`src/rtl/stream_arb_pkg.sv`:
```
// Shared types and helpers for the stream_arb round-robin output scheduler.
// Optional header beat support is enabled by defining STREAM_ARB_HDR_EN.
package stream_arb_pkg;

    typedef enum logic {
        IDLE = 1'b0,
        SEND = 1'b1
    } state_e;

    // Header beat data: group id placed at this bit offset, rest zero.
    localparam int unsigned HDR_ID_LSB = 0;

    function automatic int unsigned idx_w(input int unsigned n);
        return (n > 1) ? $clog2(n) : 1;
    endfunction

endpackage

```
`src/rtl/stream_arb_if.sv`:
```
// Handshake bundle between the core array, the result mux and the output DMA.
// rd_hdr exists only when STREAM_ARB_HDR_EN is defined.
interface stream_arb_if
    import stream_arb_pkg::*;
#(
    parameter int unsigned NREQ  = 16,
    parameter int unsigned WORDS = 8
);
    localparam int unsigned IW = idx_w(NREQ);
    localparam int unsigned WW = idx_w(WORDS);

    logic [NREQ-1:0] req_done;
    logic            dst_ready;
    logic            dst_valid;
    logic            dst_last;
    logic            rd_en;
    logic [IW-1:0]   rd_sel;
    logic [WW-1:0]   rd_idx;
    logic            busy;
    logic            err_overrun;
`ifdef STREAM_ARB_HDR_EN
    logic            rd_hdr;
`endif

    modport slave (
        input  req_done,
        input  dst_ready,
        output dst_valid,
        output dst_last,
        output rd_en,
        output rd_sel,
        output rd_idx,
        output busy,
        output err_overrun
`ifdef STREAM_ARB_HDR_EN
        ,
        output rd_hdr
`endif
    );

    modport master (
        output req_done,
        output dst_ready,
        input  dst_valid,
        input  dst_last,
        input  rd_en,
        input  rd_sel,
        input  rd_idx,
        input  busy,
        input  err_overrun
`ifdef STREAM_ARB_HDR_EN
        ,
        input  rd_hdr
`endif
    );

endinterface

```
`src/rtl/stream_arb_rr_pick.sv`:
```
// Cyclic priority encoder: first set bit of pending at or after ptr, wrapping.
module rr_pick
    import stream_arb_pkg::*;
#(
    parameter  int unsigned NREQ = 16,
    localparam int unsigned IW   = idx_w(NREQ)
) (
    input  logic [NREQ-1:0] pending,
    input  logic [IW-1:0]   ptr,
    output logic            any,
    output logic [IW-1:0]   grant
);

    int unsigned j;

    always_comb begin
        any   = 1'b0;
        grant = '0;
        j     = 0;
        for (int unsigned i = 0; i < NREQ; i++) begin
            j = (32'(ptr) + i) % NREQ;
            if (!any && pending[IW'(j)]) begin
                any   = 1'b1;
                grant = IW'(j);
            end
        end
    end

endmodule

```
`src/rtl/stream_arb.sv`:
```
// Round-robin scheduler sharing one AXI-Stream result output among NREQ groups.
// Define STREAM_ARB_HDR_EN to prefix each burst with a header beat (rd_hdr).
module stream_arb
    import stream_arb_pkg::*;
#(
    parameter int unsigned NREQ  = 16,
    parameter int unsigned WORDS = 8
) (
    input  logic         clk,
    input  logic         rst,
    stream_arb_if.slave  io
);

    localparam int unsigned   IW       = idx_w(NREQ);
    localparam int unsigned   WW       = idx_w(WORDS);
    localparam logic [WW-1:0] LAST_IDX = WW'(WORDS - 1);
    localparam logic [IW-1:0] LAST_REQ = IW'(NREQ - 1);

    state_e          state_q, state_d;
    logic [NREQ-1:0] pending_q, pending_d;
    logic [NREQ-1:0] held;
    logic [IW-1:0]   ptr_q, ptr_d;
    logic [IW-1:0]   sel_q, sel_d;
    logic [WW-1:0]   idx_q, idx_d;
    logic            valid_q, valid_d;
    logic            last_q, last_d;
    logic            err_q, err_d;
    logic            any;
    logic [IW-1:0]   grant;
    logic            rd_en;
`ifdef STREAM_ARB_HDR_EN
    logic            hdr_q, hdr_d;
`endif

    rr_pick #(.NREQ(NREQ)) u_pick (
        .pending (pending_q),
        .ptr     (ptr_q),
        .any     (any),
        .grant   (grant)
    );

    always_comb begin
        state_d = state_q;
        ptr_d   = ptr_q;
        sel_d   = sel_q;
        idx_d   = idx_q;
        held    = pending_q;
        rd_en   = 1'b0;
`ifdef STREAM_ARB_HDR_EN
        hdr_d   = hdr_q;
`endif
        unique case (state_q)
            IDLE: begin
                if (any) begin
                    held[grant] = 1'b0;
                    sel_d       = grant;
                    ptr_d       = (grant == LAST_REQ) ? '0 : grant + 1'b1;
                    idx_d       = '0;
                    state_d     = SEND;
`ifdef STREAM_ARB_HDR_EN
                    hdr_d       = 1'b1;
`endif
                end
            end
            SEND: begin
                rd_en = ~valid_q | io.dst_ready;
`ifdef STREAM_ARB_HDR_EN
                if (rd_en && hdr_q) begin
                    hdr_d = 1'b0;
                end else
`endif
                if (rd_en) begin
                    if (idx_q == LAST_IDX) begin
                        idx_d   = '0;
                        state_d = IDLE;
                    end else begin
                        idx_d = idx_q + 1'b1;
                    end
                end
            end
        endcase

        // A pulse on the group being granted re-queues it rather than overrunning.
        pending_d = held | io.req_done;
        err_d     = err_q | (|(held & io.req_done));

        if (rd_en) begin
            valid_d = 1'b1;
        end else if (io.dst_ready) begin
            valid_d = 1'b0;
        end else begin
            valid_d = valid_q;
        end
        last_d = rd_en ? (idx_q == LAST_IDX) : last_q;
    end

    always_ff @(posedge clk) begin
        if (rst) begin
            state_q   <= IDLE;
            pending_q <= '0;
            ptr_q     <= '0;
            sel_q     <= '0;
            idx_q     <= '0;
            valid_q   <= 1'b0;
            last_q    <= 1'b0;
            err_q     <= 1'b0;
`ifdef STREAM_ARB_HDR_EN
            hdr_q     <= 1'b0;
`endif
        end else begin
            state_q   <= state_d;
            pending_q <= pending_d;
            ptr_q     <= ptr_d;
            sel_q     <= sel_d;
            idx_q     <= idx_d;
            valid_q   <= valid_d;
            last_q    <= last_d;
            err_q     <= err_d;
`ifdef STREAM_ARB_HDR_EN
            hdr_q     <= hdr_d;
`endif
        end
    end

    assign io.rd_en       = rd_en;
    assign io.rd_sel      = sel_q;
    assign io.rd_idx      = idx_q;
    assign io.dst_valid   = valid_q;
    assign io.dst_last    = last_q;
    assign io.busy        = (state_q != IDLE) | valid_q;
    assign io.err_overrun = err_q;
`ifdef STREAM_ARB_HDR_EN
    assign io.rd_hdr      = rd_en & hdr_q;
`endif

endmodule

```
`src/flat_wrapper.sv`:
```
// flat-port wrapper written by rule: the top's interface ports become plain ports
module stream_arb_flat import stream_arb_pkg::*;
#(
    parameter int unsigned NREQ  = 16,
    parameter int unsigned WORDS = 8
)
  (clk, rst, io_req_done, io_dst_ready, io_dst_valid, io_dst_last, io_rd_en, io_rd_sel, io_rd_idx, io_busy, io_err_overrun);
  stream_arb_if #(.NREQ(NREQ), .WORDS(WORDS)) io_i ();
  input  logic clk;
  input  logic rst;
  input wire logic [$bits(io_i.req_done)-1:0] io_req_done;
  input wire logic [$bits(io_i.dst_ready)-1:0] io_dst_ready;
  output wire logic [$bits(io_i.dst_valid)-1:0] io_dst_valid;
  output wire logic [$bits(io_i.dst_last)-1:0] io_dst_last;
  output wire logic [$bits(io_i.rd_en)-1:0] io_rd_en;
  output wire logic [$bits(io_i.rd_sel)-1:0] io_rd_sel;
  output wire logic [$bits(io_i.rd_idx)-1:0] io_rd_idx;
  output wire logic [$bits(io_i.busy)-1:0] io_busy;
  output wire logic [$bits(io_i.err_overrun)-1:0] io_err_overrun;
  assign io_i.req_done = io_req_done;
  assign io_i.dst_ready = io_dst_ready;
  assign io_dst_valid = io_i.dst_valid;
  assign io_dst_last = io_i.dst_last;
  assign io_rd_en = io_i.rd_en;
  assign io_rd_sel = io_i.rd_sel;
  assign io_rd_idx = io_i.rd_idx;
  assign io_busy = io_i.busy;
  assign io_err_overrun = io_i.err_overrun;
  stream_arb #(.NREQ(NREQ), .WORDS(WORDS)) u_core (.clk(clk), .rst(rst), .io(io_i));
endmodule
```
`config.mk`:
```
export PLATFORM = sky130hd
export DESIGN_NAME = stream_arb_flat
export DESIGN_NICKNAME = d
export VERILOG_FILES = /design/src/rtl/stream_arb_pkg.sv /design/src/rtl/stream_arb_if.sv /design/src/rtl/stream_arb_rr_pick.sv /design/src/rtl/stream_arb.sv /design/src/flat_wrapper.sv
export SDC_FILE = /design/constraint.sdc
export NUM_CORES = 1
export LEC_CHECK = 0
export BUFFER_PORTS_ARGS = -buffer_cell sky130_fd_sc_hd__buf_2
export CAP_MARGIN = 5
export CELL_PAD_IN_SITES_DETAIL_PLACEMENT = 1
export CELL_PAD_IN_SITES_GLOBAL_PLACEMENT = 2
export CORE_ASPECT_RATIO = 1.75
export CORE_MARGIN = 2
export CORE_UTILIZATION = 38
export DETAILED_ROUTE_END_ITERATION = 6
export PLACE_DENSITY = 0.91
export SLEW_MARGIN = 20
export SYNTH_ARGS = -nofsm -noshare
export SYNTH_HDL_FRONTEND = slang
export SYNTH_HIERARCHICAL = 1
export SYNTH_SLANG_ARGS = --single-unit
export TNS_END_PERCENT = 1
```
`constraint.sdc`:
```
create_clock -name clk -period 6.6 [get_ports clk]
set_input_delay 0.33 -clock clk [delete_from_list [all_inputs] [get_ports clk]]
set_output_delay 0.33 -clock clk [all_outputs]
set_load 0.02 [all_outputs]
```
==> flow_summary.yaml <==
floorplan:
  dieArea_mm2: 0.01108
  die_y_um: 137.7
  num_rows: 48
  pin_count: 31
  core-area_mm2: 0.009910
  initial_core_util: 0.3919
  die_w_um: 80.42
yosys:
  ys_types: 69
  synth_ff_type: "dfxtp_1"
  syn-cell-area_mm2: 0.003884
  ys_ff_latch: 31
  synth_fp_nets: 486
  syn_area_per_cell_um2: 8.554
  synth-async-reset-ratio: 0
  syn-instance-count: 454
  synth_edf_count: 0
  yosysWarnings: 6
  synth_seq_area_share: 0.1598
setup_path:
  cp-end-kind: "register"
  arrival_ps: 6270
  path_class: "reg2reg"
  cp_cell_sequence: "clkinv_1, ha_1, mux4_2, mux2i_1, mux2i_1, buf_4, nor4b_4, buf_4, nand3_2, or4_1, a31oi_1, nor2b_4, a31oi_1, a2111oi_1, nand4_1, o31a_1"
  slowest_stage: "ha_1"
  crit_family: "simple AND/OR/NAND/NOR gates"
  cp_slowest_stage_delay_ps: 750
  cp-start-kind: "register"
  crit_required_ps: 6780
  path_max_fanout: 15
  cp.buffers_inverters: 3
sta:
  drv_slew: 0
  finalHoldViolations: 0
  fin_setup_tns_ps: 0
  setup_violations: 0
  max_freq_mhz: 164.2
  fin_crit_ps: 6091
  post-route-period-util: 0.9229
  rsz0062_at_grt: "no"
  slew-limit-headroom: 0.3011
  tightest_slew_ps: 1044
  fin_worst_skew_ps: 10.23
placed_design:
  placed_area_mm2: 0.004119
  hpwl_um: 11480
  gp_congestion: 1.042
  post-place-cells: 592
  io_buffer_count: 30
routing:
  routed_wirelength_um: 14720
  drt_iter0_markers: 237
  first_pass_iters: 4
  via_per_inst: 6.727
  vias: 4036
  routedWlPerCell_um: 24.53
  drc_errors: 0
  drt.antenna.violating_nets: 0
cts:
  cts_root_buf: "clkbuf_16"
  clk_path_buf_depth: 2
  cts_hold_repair.buffers: 0
  postCtsSetupRepairBufs: 0
  cts_resized: 0
  cts_sinks: 31
  clk_latency_ps: 290
  numCtsBuffers: 5
  cts_tree: "yes"
  htree_levels: 2
  clkTransAtPathRegs_ps: 60
final_layout:
  nNetsFinal: 506
  seqCellArea_um2: 621.8
  final_cell_mix: "42 x nand2_1, 37 x a21oi_1, 35 x nand3_1, 33 x nor2_1"
  final_util: 0.4332
  syn_to_final_growth_pct: 10.53
  final_common_cell: "nand2_1"
  multi_input_area_mm2: 0.003040
  drive_above_1_share: 0.2253
  fin_area_mm2: 0.004293
  nFillCells: 1199
  fin_cells: 600
  antenna_cells: 0
grt:
  overflow: 0
  grt_use_met2: 0.5176
  gr-max-usage-layer: "met2"
  grt_pass1_wl_um: 22910
  grt_pass1_vias: 4190
  grt_start_max_net_pins: 40
  use_met3: 0.01966
  grtUsageMet1: 0.2681
  antenna_found_initial: 0
  gr-usage-all-layers: 0.2767
hold_path:
  hold_class: "in2reg"
run:
  drv_cap: 0
status:
  status: "completed"
-- routing by layer --
layer / vias to the layer above / wire length [µm]
met4: 0 / 1420
met2: 168 / 7867
met1: 2006 / 4899
met3: 74 / 530
met5: - / 0
li1: 1788 / -
-- flip-flops by register name, summed over array words and instances, names as in the netlist --
| signal | cells |
|---|---|
| u_core/pending_q | 16 |
| u_core/state_q | 1 |
| u_core/io.dst_valid | 1 |
| u_core/io.rd_idx | 3 |
| u_core/io.err_overrun | 1 |
| u_core/ptr_q | 4 |
| u_core/io.rd_sel | 4 |
| u_core/io.dst_last | 1 |
-- tightest hold or removal path: stages --
cell and delay (ps):
buf_2 90, a21oi_1 40, nor2_1 70
-- cells in the mapped netlist (all sizes together) (6+ instances only) --
| cell | instances | share of area |
|---|---|---|
| ha | 13 | 0.042 |
| buf | 16 | 0.028 |
| nand2 | 42 | 0.041 |
| xnor2 | 9 | 0.022 |
| inv | 17 | 0.016 |
| a211oi | 6 | 0.012 |
| o21ai | 16 | 0.021 |
| nor2 | 35 | 0.035 |
| nor2b | 7 | 0.016 |
| nand3 | 36 | 0.048 |
| a31oi | 10 | 0.016 |
| clkbuf | 12 | 0.012 |
| mux2i | 27 | 0.070 |
| nand2b | 7 | 0.011 |
| mux4 | 31 | 0.18 |
| mux2 | 14 | 0.041 |
| a21oi | 37 | 0.048 |
| dfxtp | 31 | 0.16 |
| nand4 | 7 | 0.011 |
| and2 | 7 | 0.011 |
-- worst paths after layout --
path / startpoint / endpoint / slack (ps) / cells past startpoint
max reg2reg: u_core/ptr_q[1]$_SDFFE_PP0P_ / u_core/io.err_overrun$_SDFF_PP0_ / 510 / 16
min reg2reg: u_core/io.rd_sel[0]$_SDFFE_PP0P_ / u_core/io.rd_sel[0]$_SDFFE_PP0P_ / 450 / 2
max: u_core/ptr_q[1]$_SDFFE_PP0P_ / u_core/io.err_overrun$_SDFF_PP0_ / 510 / 16
min: io_req_done[9] / u_core/pending_q[9]$_SDFF_PP0_ / 280 / 3
-- cell families (layout without fill, tap and decap cells) --
kind of cell / count (synthesis) / after routing / synth area share
buffers and inverters: 46 / 67 / 0.05734
multiplexers: 72 / 72 / 0.2938
flip-flops: 31 / 31 / 0.1598
adder cells (fa/ha/maj): 13 / 13 / 0.04188
AND/OR/NAND/NOR: 162 / 162 / 0.2152
AO/OA/AOI/OAI: 119 / 119 / 0.2052
XOR/XNOR: 11 / 11 / 0.02674
-- per-stage QoR --
stage	hold WS [ps]	setup slack, ps
detailed placement	446.8	622.7
CTS	274.6	623.0
floorplan	447.4	650.2
global route	299.1	149.2
global placement	441.9	875.6
finish	279.7	508.9
-- final cells by class --
cell class | count | area share
sequential | 31 | 0.1449
timing repair buffer | 41 | 0.05421
clock buffer | 6 | 0.03235
inverter | 18 | 0.01574
tap | 125 | 0.03643
clock inverter | 2 | 0.008161
multi-input combinational | 377 | 0.7082
Power is left out: the tool's default activity adds up to more than one toggle a clock period on the data nets, which glitch-free logic cannot reach.
